$ cat src/rtl/debug_rf_dump_if.sv
// Debug-dump bus: start/status handshake, register-file debug read port and
// the {index, data} output stream toward the debug transport.
// master = dump engine, slave = the surrounding system / transport.
`timescale 1ns/1ps
interface debug_rf_dump_if;
   logic        start;
   logic        busy;
   logic        done;
   logic [4:0]  rf_ra;
   logic [31:0] rf_rd;
   logic        out_valid;
   logic        out_ready;
   logic [4:0]  out_index;
   logic [31:0] out_data;
   logic        out_last;

   modport master (
      input  start, rf_rd, out_ready,
      output busy, done, rf_ra, out_valid, out_index, out_data, out_last
   );

   modport slave (
      output start, rf_rd, out_ready,
      input  busy, done, rf_ra, out_valid, out_index, out_data, out_last
   );
endinterface

$ cat src/rtl/debug_rf_dump.sv
// Register-file dump engine. On start it walks rf_ra over 0..NUM_REGS-1,
// waits SETTLE_CYCLES per index, captures rf_rd and offers each {index, data}
// word on a valid/ready stream. Optional feature macro: DEBUG_DUMP_CHECKSUM_EN
// appends a final XOR-checksum word (index 0) that carries out_last.
`timescale 1ns/1ps
module debug_rf_dump #(
   parameter int NUM_REGS      = 32,
   parameter int SETTLE_CYCLES = 1
) (
   input  logic           clk,
   input  logic           rst_n,
   debug_rf_dump_if.master bus
);

   localparam logic [4:0] LAST_IDX    = 5'(NUM_REGS - 1);
   localparam logic [2:0] SETTLE_LAST = 3'(SETTLE_CYCLES - 1);

`ifdef DEBUG_DUMP_CHECKSUM_EN
   typedef enum logic [2:0] {S_IDLE, S_SETTLE, S_SEND, S_CSUM, S_FINISH} state_t;
`else
   typedef enum logic [2:0] {S_IDLE, S_SETTLE, S_SEND, S_FINISH} state_t;
`endif

   state_t      state_q, state_d;
   logic [4:0]  index_q, index_d;
   logic [2:0]  cnt_q, cnt_d;
   logic [4:0]  out_index_q, out_index_d;
   logic [31:0] out_data_q, out_data_d;
   logic        out_last_q, out_last_d;
`ifdef DEBUG_DUMP_CHECKSUM_EN
   logic [31:0] csum_q, csum_d;
`endif

   // Next-state and datapath updates; every _d defaults to hold.
   always_comb begin
      state_d     = state_q;
      index_d     = index_q;
      cnt_d       = cnt_q;
      out_index_d = out_index_q;
      out_data_d  = out_data_q;
      out_last_d  = out_last_q;
`ifdef DEBUG_DUMP_CHECKSUM_EN
      csum_d      = csum_q;
`endif
      case (state_q)
         S_IDLE: begin
            if (bus.start) begin
               state_d = S_SETTLE;
               index_d = 5'd0;
               cnt_d   = 3'd0;
`ifdef DEBUG_DUMP_CHECKSUM_EN
               csum_d  = 32'd0;
`endif
            end
         end
         S_SETTLE: begin
            if (cnt_q == SETTLE_LAST) begin
               out_data_d  = bus.rf_rd;
               out_index_d = index_q;
`ifdef DEBUG_DUMP_CHECKSUM_EN
               out_last_d  = 1'b0;
`else
               out_last_d  = (index_q == LAST_IDX);
`endif
               state_d     = S_SEND;
            end else begin
               cnt_d = cnt_q + 3'd1;
            end
         end
         S_SEND: begin
            if (bus.out_ready) begin
`ifdef DEBUG_DUMP_CHECKSUM_EN
               csum_d = csum_q ^ out_data_q;
`endif
               if (index_q < LAST_IDX) begin
                  // Index stops at LAST_IDX, so it never wraps.
                  index_d = index_q + 5'd1;
                  cnt_d   = 3'd0;
                  state_d = S_SETTLE;
               end else begin
`ifdef DEBUG_DUMP_CHECKSUM_EN
                  // Load the checksum word directly so CSUM needs no extra mux.
                  out_data_d  = csum_q ^ out_data_q;
                  out_index_d = 5'd0;
                  out_last_d  = 1'b1;
                  state_d     = S_CSUM;
`else
                  state_d     = S_FINISH;
`endif
               end
            end
         end
`ifdef DEBUG_DUMP_CHECKSUM_EN
         S_CSUM: begin
            if (bus.out_ready) state_d = S_FINISH;
         end
`endif
         S_FINISH: state_d = S_IDLE;
         default:  state_d = S_IDLE;
      endcase
   end

   // State and datapath registers; reset abandons any dump in flight.
   always_ff @(posedge clk or negedge rst_n) begin
      if (!rst_n) begin
         state_q     <= S_IDLE;
         index_q     <= 5'd0;
         cnt_q       <= 3'd0;
         out_index_q <= 5'd0;
         out_data_q  <= 32'd0;
         out_last_q  <= 1'b0;
`ifdef DEBUG_DUMP_CHECKSUM_EN
         csum_q      <= 32'd0;
`endif
      end else begin
         state_q     <= state_d;
         index_q     <= index_d;
         cnt_q       <= cnt_d;
         out_index_q <= out_index_d;
         out_data_q  <= out_data_d;
         out_last_q  <= out_last_d;
`ifdef DEBUG_DUMP_CHECKSUM_EN
         csum_q      <= csum_d;
`endif
      end
   end

   assign bus.busy      = (state_q != S_IDLE);
   assign bus.done      = (state_q == S_FINISH);
   assign bus.rf_ra     = (state_q == S_SETTLE || state_q == S_SEND) ? index_q : 5'd0;
`ifdef DEBUG_DUMP_CHECKSUM_EN
   assign bus.out_valid = (state_q == S_SEND) || (state_q == S_CSUM);
`else
   assign bus.out_valid = (state_q == S_SEND);
`endif
   assign bus.out_index = out_index_q;
   assign bus.out_data  = out_data_q;
   assign bus.out_last  = out_last_q;

endmodule
$ cat src/flat_wrapper.sv
// flat-port wrapper written by rule: the top's interface ports become plain ports
module debug_rf_dump_flat 
#(
   parameter int NUM_REGS      = 32,
   parameter int SETTLE_CYCLES = 1
)
  (clk, rst_n, bus_start, bus_rf_rd, bus_out_ready, bus_busy, bus_done, bus_rf_ra, bus_out_valid, bus_out_index, bus_out_data, bus_out_last);
  debug_rf_dump_if bus_i ();
  input  logic clk;
  input  logic rst_n;
  input wire logic [$bits(bus_i.start)-1:0] bus_start;
  input wire logic [$bits(bus_i.rf_rd)-1:0] bus_rf_rd;
  input wire logic [$bits(bus_i.out_ready)-1:0] bus_out_ready;
  output wire logic [$bits(bus_i.busy)-1:0] bus_busy;
  output wire logic [$bits(bus_i.done)-1:0] bus_done;
  output wire logic [$bits(bus_i.rf_ra)-1:0] bus_rf_ra;
  output wire logic [$bits(bus_i.out_valid)-1:0] bus_out_valid;
  output wire logic [$bits(bus_i.out_index)-1:0] bus_out_index;
  output wire logic [$bits(bus_i.out_data)-1:0] bus_out_data;
  output wire logic [$bits(bus_i.out_last)-1:0] bus_out_last;
  assign bus_i.start = bus_start;
  assign bus_i.rf_rd = bus_rf_rd;
  assign bus_i.out_ready = bus_out_ready;
  assign bus_busy = bus_i.busy;
  assign bus_done = bus_i.done;
  assign bus_rf_ra = bus_i.rf_ra;
  assign bus_out_valid = bus_i.out_valid;
  assign bus_out_index = bus_i.out_index;
  assign bus_out_data = bus_i.out_data;
  assign bus_out_last = bus_i.out_last;
  debug_rf_dump #(.NUM_REGS(NUM_REGS), .SETTLE_CYCLES(SETTLE_CYCLES)) u_core (.clk(clk), .rst_n(rst_n), .bus(bus_i));
endmodule
$ cat config.mk
export PLATFORM = sky130hd
export DESIGN_NAME = debug_rf_dump_flat
export DESIGN_NICKNAME = d
export VERILOG_FILES = /design/src/rtl/debug_rf_dump_if.sv /design/src/rtl/debug_rf_dump.sv /design/src/flat_wrapper.sv
export SDC_FILE = /design/constraint.sdc
export NUM_CORES = 1
export LEC_CHECK = 0
export CAP_MARGIN = 15
export CORE_ASPECT_RATIO = 1.4
export CORE_MARGIN = 2
export CORE_UTILIZATION = 25
export CTS_CLUSTER_SIZE = 25
export DETAILED_ROUTE_END_ITERATION = 8
export PLACE_DENSITY = 0.56
export SLEW_MARGIN = 20
export SYNTH_ARGS = -nofsm -noshare
export SYNTH_HDL_FRONTEND = slang
export SYNTH_SLANG_ARGS = --single-unit
$ cat constraint.sdc
create_clock -name clk -period 2.39 [get_ports clk]
set_input_delay 0.3585 -clock clk [delete_from_list [all_inputs] [get_ports clk]]
set_output_delay 0.3585 -clock clk [all_outputs]
set_load 0.01 [all_outputs]
==> Word-level counts from Yosys, hierarchy flattened <==
Cells that the tools add are included.
{ "totals": {"input_bits": 36, "reg_bits": 49, "word_cells": 43, "output_inout_bits": 46} }
{ "op_classes": {"n_reduce_logical": 10, "muxes": 15, "eq_ne": 9, "add_sub_neg": 2, "order_cmp": 1} }
{ "op_table": {"columns": ["op", "count"], "rows": [
  ["3-bit two-way mux", 7],
  ["5-bit two-way mux", 4],
  ["3-bit case mux with 3 select lines", 2],
  ["5-bit case mux with 2 select lines", 1],
  ["3-bit by 2-bit equality test with 1-bit output (second input constant)", 2],
  ["3-bit logical NOT", 2],
  ["2-bit != test (second input constant)", 3],
  ["3-bit nonzero test", 2],
  ["5-bit by 1-bit adder with 5-bit output (second input constant)", 1],
  ["5-bit equality test (second input constant)", 1],
  ["5-bit < comparator (second input constant)", 1],
  ["5-bit AND reduction", 1],
  ["2-bit by 1-bit != test with 1-bit output (second input constant)", 2],
  ["4-bit AND reduction", 1],
  ["3-bit by 1-bit adder with 3-bit output (second input constant)", 1],
  ["3-bit by 1-bit equality test with 1-bit output (second input constant)", 1],
  ["3-bit AND reduction", 1],
  ["2-bit two-way mux", 1],
  ["2-bit AND reduction", 1],
  ["2-bit nonzero test", 1],
  ["1-bit logical OR", 1]
]} }

==> Depth between registers and ports, before layout <==
Gate-level depths: netlist (run 1).
{ "depth": {"ltp_word": 4, "ltp_mapped": 7, "ltp_nobuf": 6} }

==> Least setup slack after synthesis (run 1) <==
No wires, ideal clock.
{ "synth_path": {"kind": "register to register", "start": "register u_core.state_q[0]", "end": "register u_core.cnt_q[0]", "path_stages_with_launch": 7, "n_path_buf": 1, "path_slack_ns": 0.533, "t_arrival_ns": 1.736, "synth_period_minus_slack_ns": 1.857, "path_cell_list": "dfrtp_1 inv_1 ha_1 clkbuf_1 a311oi_4 o311ai_1 a22o_1"} }
{ "synth_via": {"elab_chain_len": 3} }
{ "synth_lines": {"columns": ["element", "line_no", "source"], "rows": [
  ["start: declaration", "debug_rf_dump.sv:24", "state_t state_q, state_d;"],
  ["start signal: assignment", "debug_rf_dump.sv:116", "state_q <= state_d;"],
  ["3-bit by 2-bit equality test with 1-bit output *", null, null],
  ["net bus_out_valid", "flat_wrapper.sv:17", "output wire logic [$bits(bus_i.out_valid)-1:0] bus_out_valid;"],
  ["2-bit by 1-bit != test with 1-bit output (no source line) (tied with other cells)", null, null],
  ["5-bit AND reduction (no source line)", null, null],
  ["end signal: assignment", "debug_rf_dump.sv:118", "cnt_q <= cnt_d;"],
  ["end: declaration", "debug_rf_dump.sv:26", "logic [2:0] cnt_q, cnt_d;"]
]} }
Mark *: on every way through the listed nets, which the timed path passes. The rest lies on a longest branch.
A chain may end at the register's enable or synchronous reset.

==> Worst setup path in the final report (run 1) <==
{ "layout_path": {"start": "register u_core.state_q[0]", "end": "output port bus_out_valid"} }
{ "layout_via": {"elab_chain_len": 1} }
{ "layout_lines": {"columns": ["element", "line_no", "source"], "rows": [
  ["3-bit by 2-bit equality test with 1-bit output", "debug_rf_dump.sv:134", "assign bus.out_valid = (state_q == S_SEND);"],
  ["end: declaration", "flat_wrapper.sv:17", null]
]} }
Every way passes these cells.

==> results of run 1 <==
==> cell type report <==
cell class	instances	area, µm²
Fill cell	802	4997
Sequential cell	48	1201
Multi-Input combinational cell	95	847.1
Timing Repair Buffer	83	833.3
Clock buffer	7	142.6
Tap cell	102	127.6
Inverter	11	41.29
Clock inverter	1	7.507
==> cells by family after synthesis <==
family,share of synthesized area
buf+inv,0.03251
mux,0.2004
simple gates,0.08391
flops,0.5674
fa+ha+maj,0.05319
compound gates,0.06265
==> sequential cells by signal, summed over array words and instances, names as in the netlist <==
name,cells
u_core.index_q,5
u_core.bus.out_index,5
u_core.cnt_q,3
u_core.bus.out_last,1
u_core.state_q,2
u_core.bus.out_data,32
==> synthesized netlist by cell type <==
cell type	number
dfrtp_1	48
mux2_2	35
inv_1	11
ha_1	9
nand2_1	6
and2_1	5
o21ai_0	5
buf_2	4
nand3_1	4
nor2_1	4
mux2i_1	3
a21oi_1	2
and2b_1	2
and3_1	2
clkbuf_1	2
nand2b_1	2
nor2b_1	2
o31ai_1	2
a211o_1	1
a22o_1	1
a2bb2oi_1	1
a311oi_4	1
a31oi_1	1
a41oi_1	1
and4_4	1
nand3b_1	1
nor3_1	1
nor3b_2	1
o22ai_1	1
o311ai_1	1
==> per-stage QoR <==
| stage | hold WS, ps | cell area [µm²] | std cells | total power, W | util |
|---|---|---|---|---|---|
| floorplan | 62.91 | 2117 | 160 | 0.002467 | - |
| global placement | 466.3 | 3050 | 339 | 0.003400 | 0.3721 |
| detailed placement | 473.8 | 3050 | 339 | 0.003430 | 0.3721 |
| CTS | 202.6 | 3201 | 347 | 0.004153 | 0.3904 |
| global route | 238.8 | 3201 | 347 | 0.004366 | 0.3904 |
| finish | 167.9 | 3201 | 347 | 0.004068 | 0.3904 |
==> how the worst min path moves through the flow <==
stage / depth (start not counted) / slack [ps] / start / to
after detailed placement: 2 / 470 / u_core.bus.out_index[2]$_DFFE_PN0P_ / u_core.bus.out_index[2]$_DFFE_PN0P_
after CTS: 2 / 200 / rst_n / u_core.bus.out_data[27]$_DFFE_PN0P_
after global routing: 2 / 240 / rst_n / u_core.bus.out_data[27]$_DFFE_PN0P_
after floorplan: 0 / 60 / rst_n / u_core.bus.out_data[0]$_DFFE_PN0P_
after global placement: 2 / 470 / u_core.bus.out_index[4]$_DFFE_PN0P_ / u_core.bus.out_index[4]$_DFFE_PN0P_
final: 2 / 170 / rst_n / u_core.bus.out_data[27]$_DFFE_PN0P_
==> power breakdown <==
| part | internal (W) | switching [W] |
|---|---|---|
| registers | 0.00116 | 0.000187 |
| clock network | 0.000417 | 0.000282 |
| logic | 0.00120 | 0.000821 |
| total | 0.00278 | 0.00129 |
==> layer usage <==
layer	share of wire	wire length (µm)	track usage	vias to the layer above
li1	-	-	-	725
met2	0.52	2329	0.1734	43
met4	0.0067	30	0.03000	0
met1	0.42	1885	0.1237	725
met5	0	0	0	-
met3	0.053	237	0.02153	2
==> placed cells by master (no fill, tap or decap), types with 2 or more instances in the layout <==
master / n
clkdlybuf4s50_1: 80
dfrtp_1: 48
mux2_2: 35
inv_1: 11
ha_1: 9
nand2_1: 6
and2_1: 5
o21ai_0: 5
clkbuf_16: 5
nor2_1: 4
nand3_1: 4
mux2i_1: 3
and3_1: 2
nand2b_1: 2
nor2b_1: 2
o31ai_1: 2
and2b_1: 2
a21oi_1: 2
==> worst max-delay path, stage by stage (launching register included) <==
cell	delay (ps)
dfrtp_1	450
inv_1	130
ha_1	430
clkdlybuf4s50_1	620
==> results.py, run 1 <==
metrics = {
    "status": {
        "outcome": "complete, no violations",
    },
    "cts": {
        "clk-insertion-delay-late_ps": 280,
        "clock_sinks": 48,
        "cts_tree": "done",
        "hold_buffers": 0,
        "post-cts-setup-buffers": 0,
        "htreeDepth": 2,
        "clock-root-buffer": "clkbuf_16",
        "cts_resized": 0,
        "clkTransAtPathRegs_ps": 60,
        "cts_made_buffers": 5,
        "cts_buffer_depth": 2,
    },
    "worst_setup_path": {
        "crit_path_end": "bus_out_valid",
        "reg2reg_to": "u_core.cnt_q[0]$_DFFE_PN0P_",
        "crit_fanout": 12,
        "setup.worst_path.start_class": "register",
        "crit-reg2reg-launch": "u_core.state_q[0]$_DFFE_PN0P_",
        "worstSetupStartpoint": "u_core.state_q[0]$_DFFE_PN0P_",
        "cp.arrival_ps": 1900,
        "r2r_cells": 6,
        "rrSetupSlack_ps": 250,
        "end_kind": "primary output",
        "crit_type": "reg2out",
        "critPathRequiredTime_ps": 2030,
    },
    "sta": {
        "worst_pin_slew_ps": 607.3,
        "finalSetupViolCount": 0,
        "maxSlewHeadroom": 0.5951,
        "slew_violations": 0,
        "period_share": 0.9457,
        "final-hold-violation-count": 0,
        "post-route-min-period_ps": 2260,
        "tns_ps": 0,
        "rsz0062_at_grt": "false",
        "timing.final.ws_setup_ps": 129.8,
        "fmax_ghz": 0.4424,
        "finClkSkew_ps": 3.834,
    },
    "placement": {
        "pre_cts_ws_ps": 258.0,
        "hpwlAfterDp_mm": 3.269,
        "io_buffers": 81,
        "gp_congestion": 0.7211,
    },
    "power_and_ir_drop": {
        "powerDensity_nw_per_um2": 1271,
        "ir_drop_mv": 0.5090,
        "leakage_nw": 1.368,
    },
    "floorplan": {
        "die_w_um": 81.78,
        "dieArea_um2": 9231,
        "start_util": 0.2582,
        "core_um2": 8198,
        "fp-row-count": 39,
        "fp.dieH_um": 112.9,
        "ios": 82,
    },
    "synth": {
        "synth_area_leaders": "dfrtp_1 (57%), mux2_2 (19%), ha_1 (5.3%), inv_1 (2.0%), and2_1 (1.5%)",
        "synthCells": 160,
        "synth_seq_cells": 48,
        "yosysTopAreaCell": "dfrtp_1",
        "yosysWarningCount": 0,
        "synth_top_area_frac": 0.5674,
        "syn_area_um2": 2117,
        "synth_cell_types": 30,
        "yosysSeqAreaShare": 0.5674,
        "syn-mean-instance-area_um2": 13.23,
        "mappedNetlistNets": 205,
    },
    "route": {
        "num_vias": 1495,
        "drt_iter0_drc": 25,
        "via_per_inst": 4.308,
        "routed_wirelength_mm": 4.482,
        "dr.pass1.iters": 2,
        "wire_per_inst_um": 12.92,
        "post-route-drc-count": 0,
        "postRouteAntennaNets": 0,
    },
    "grt": {
        "grt_pass1_wl_mm": 7.238,
        "grt_max_degree": 49,
        "grt_pass1_vias": 1502,
        "grt.overflow.total": 0,
        "grt_usage": 0.1006,
        "antenna_found_initial": 0,
    },
    "flow_run": {
        "max-cap-violations": 0,
    },
    "finish": {
        "nNetsFinal": 289,
        "area.growth.synth_to_final_pct": 51.18,
        "layout-drive-gt1-share": 0.1959,
        "n_antenna_cell": 0,
    },
    "hold_path": {
        "hold_path_class": "in2async",
    },
}
(Power assumes the default switching activity.)
==> run 2, diff against run 1 <==
- CTS_CLUSTER_SIZE: 25 -> 30
==> results of run 2 <==
Final layout, timing and power as in run 1 (identical DEF).
==> run 3, diff against run 2 <==
- CTS_CLUSTER_SIZE: 30 -> 12
==> results of run 3 <==
Final layout, timing and power as in run 1 (identical DEF).
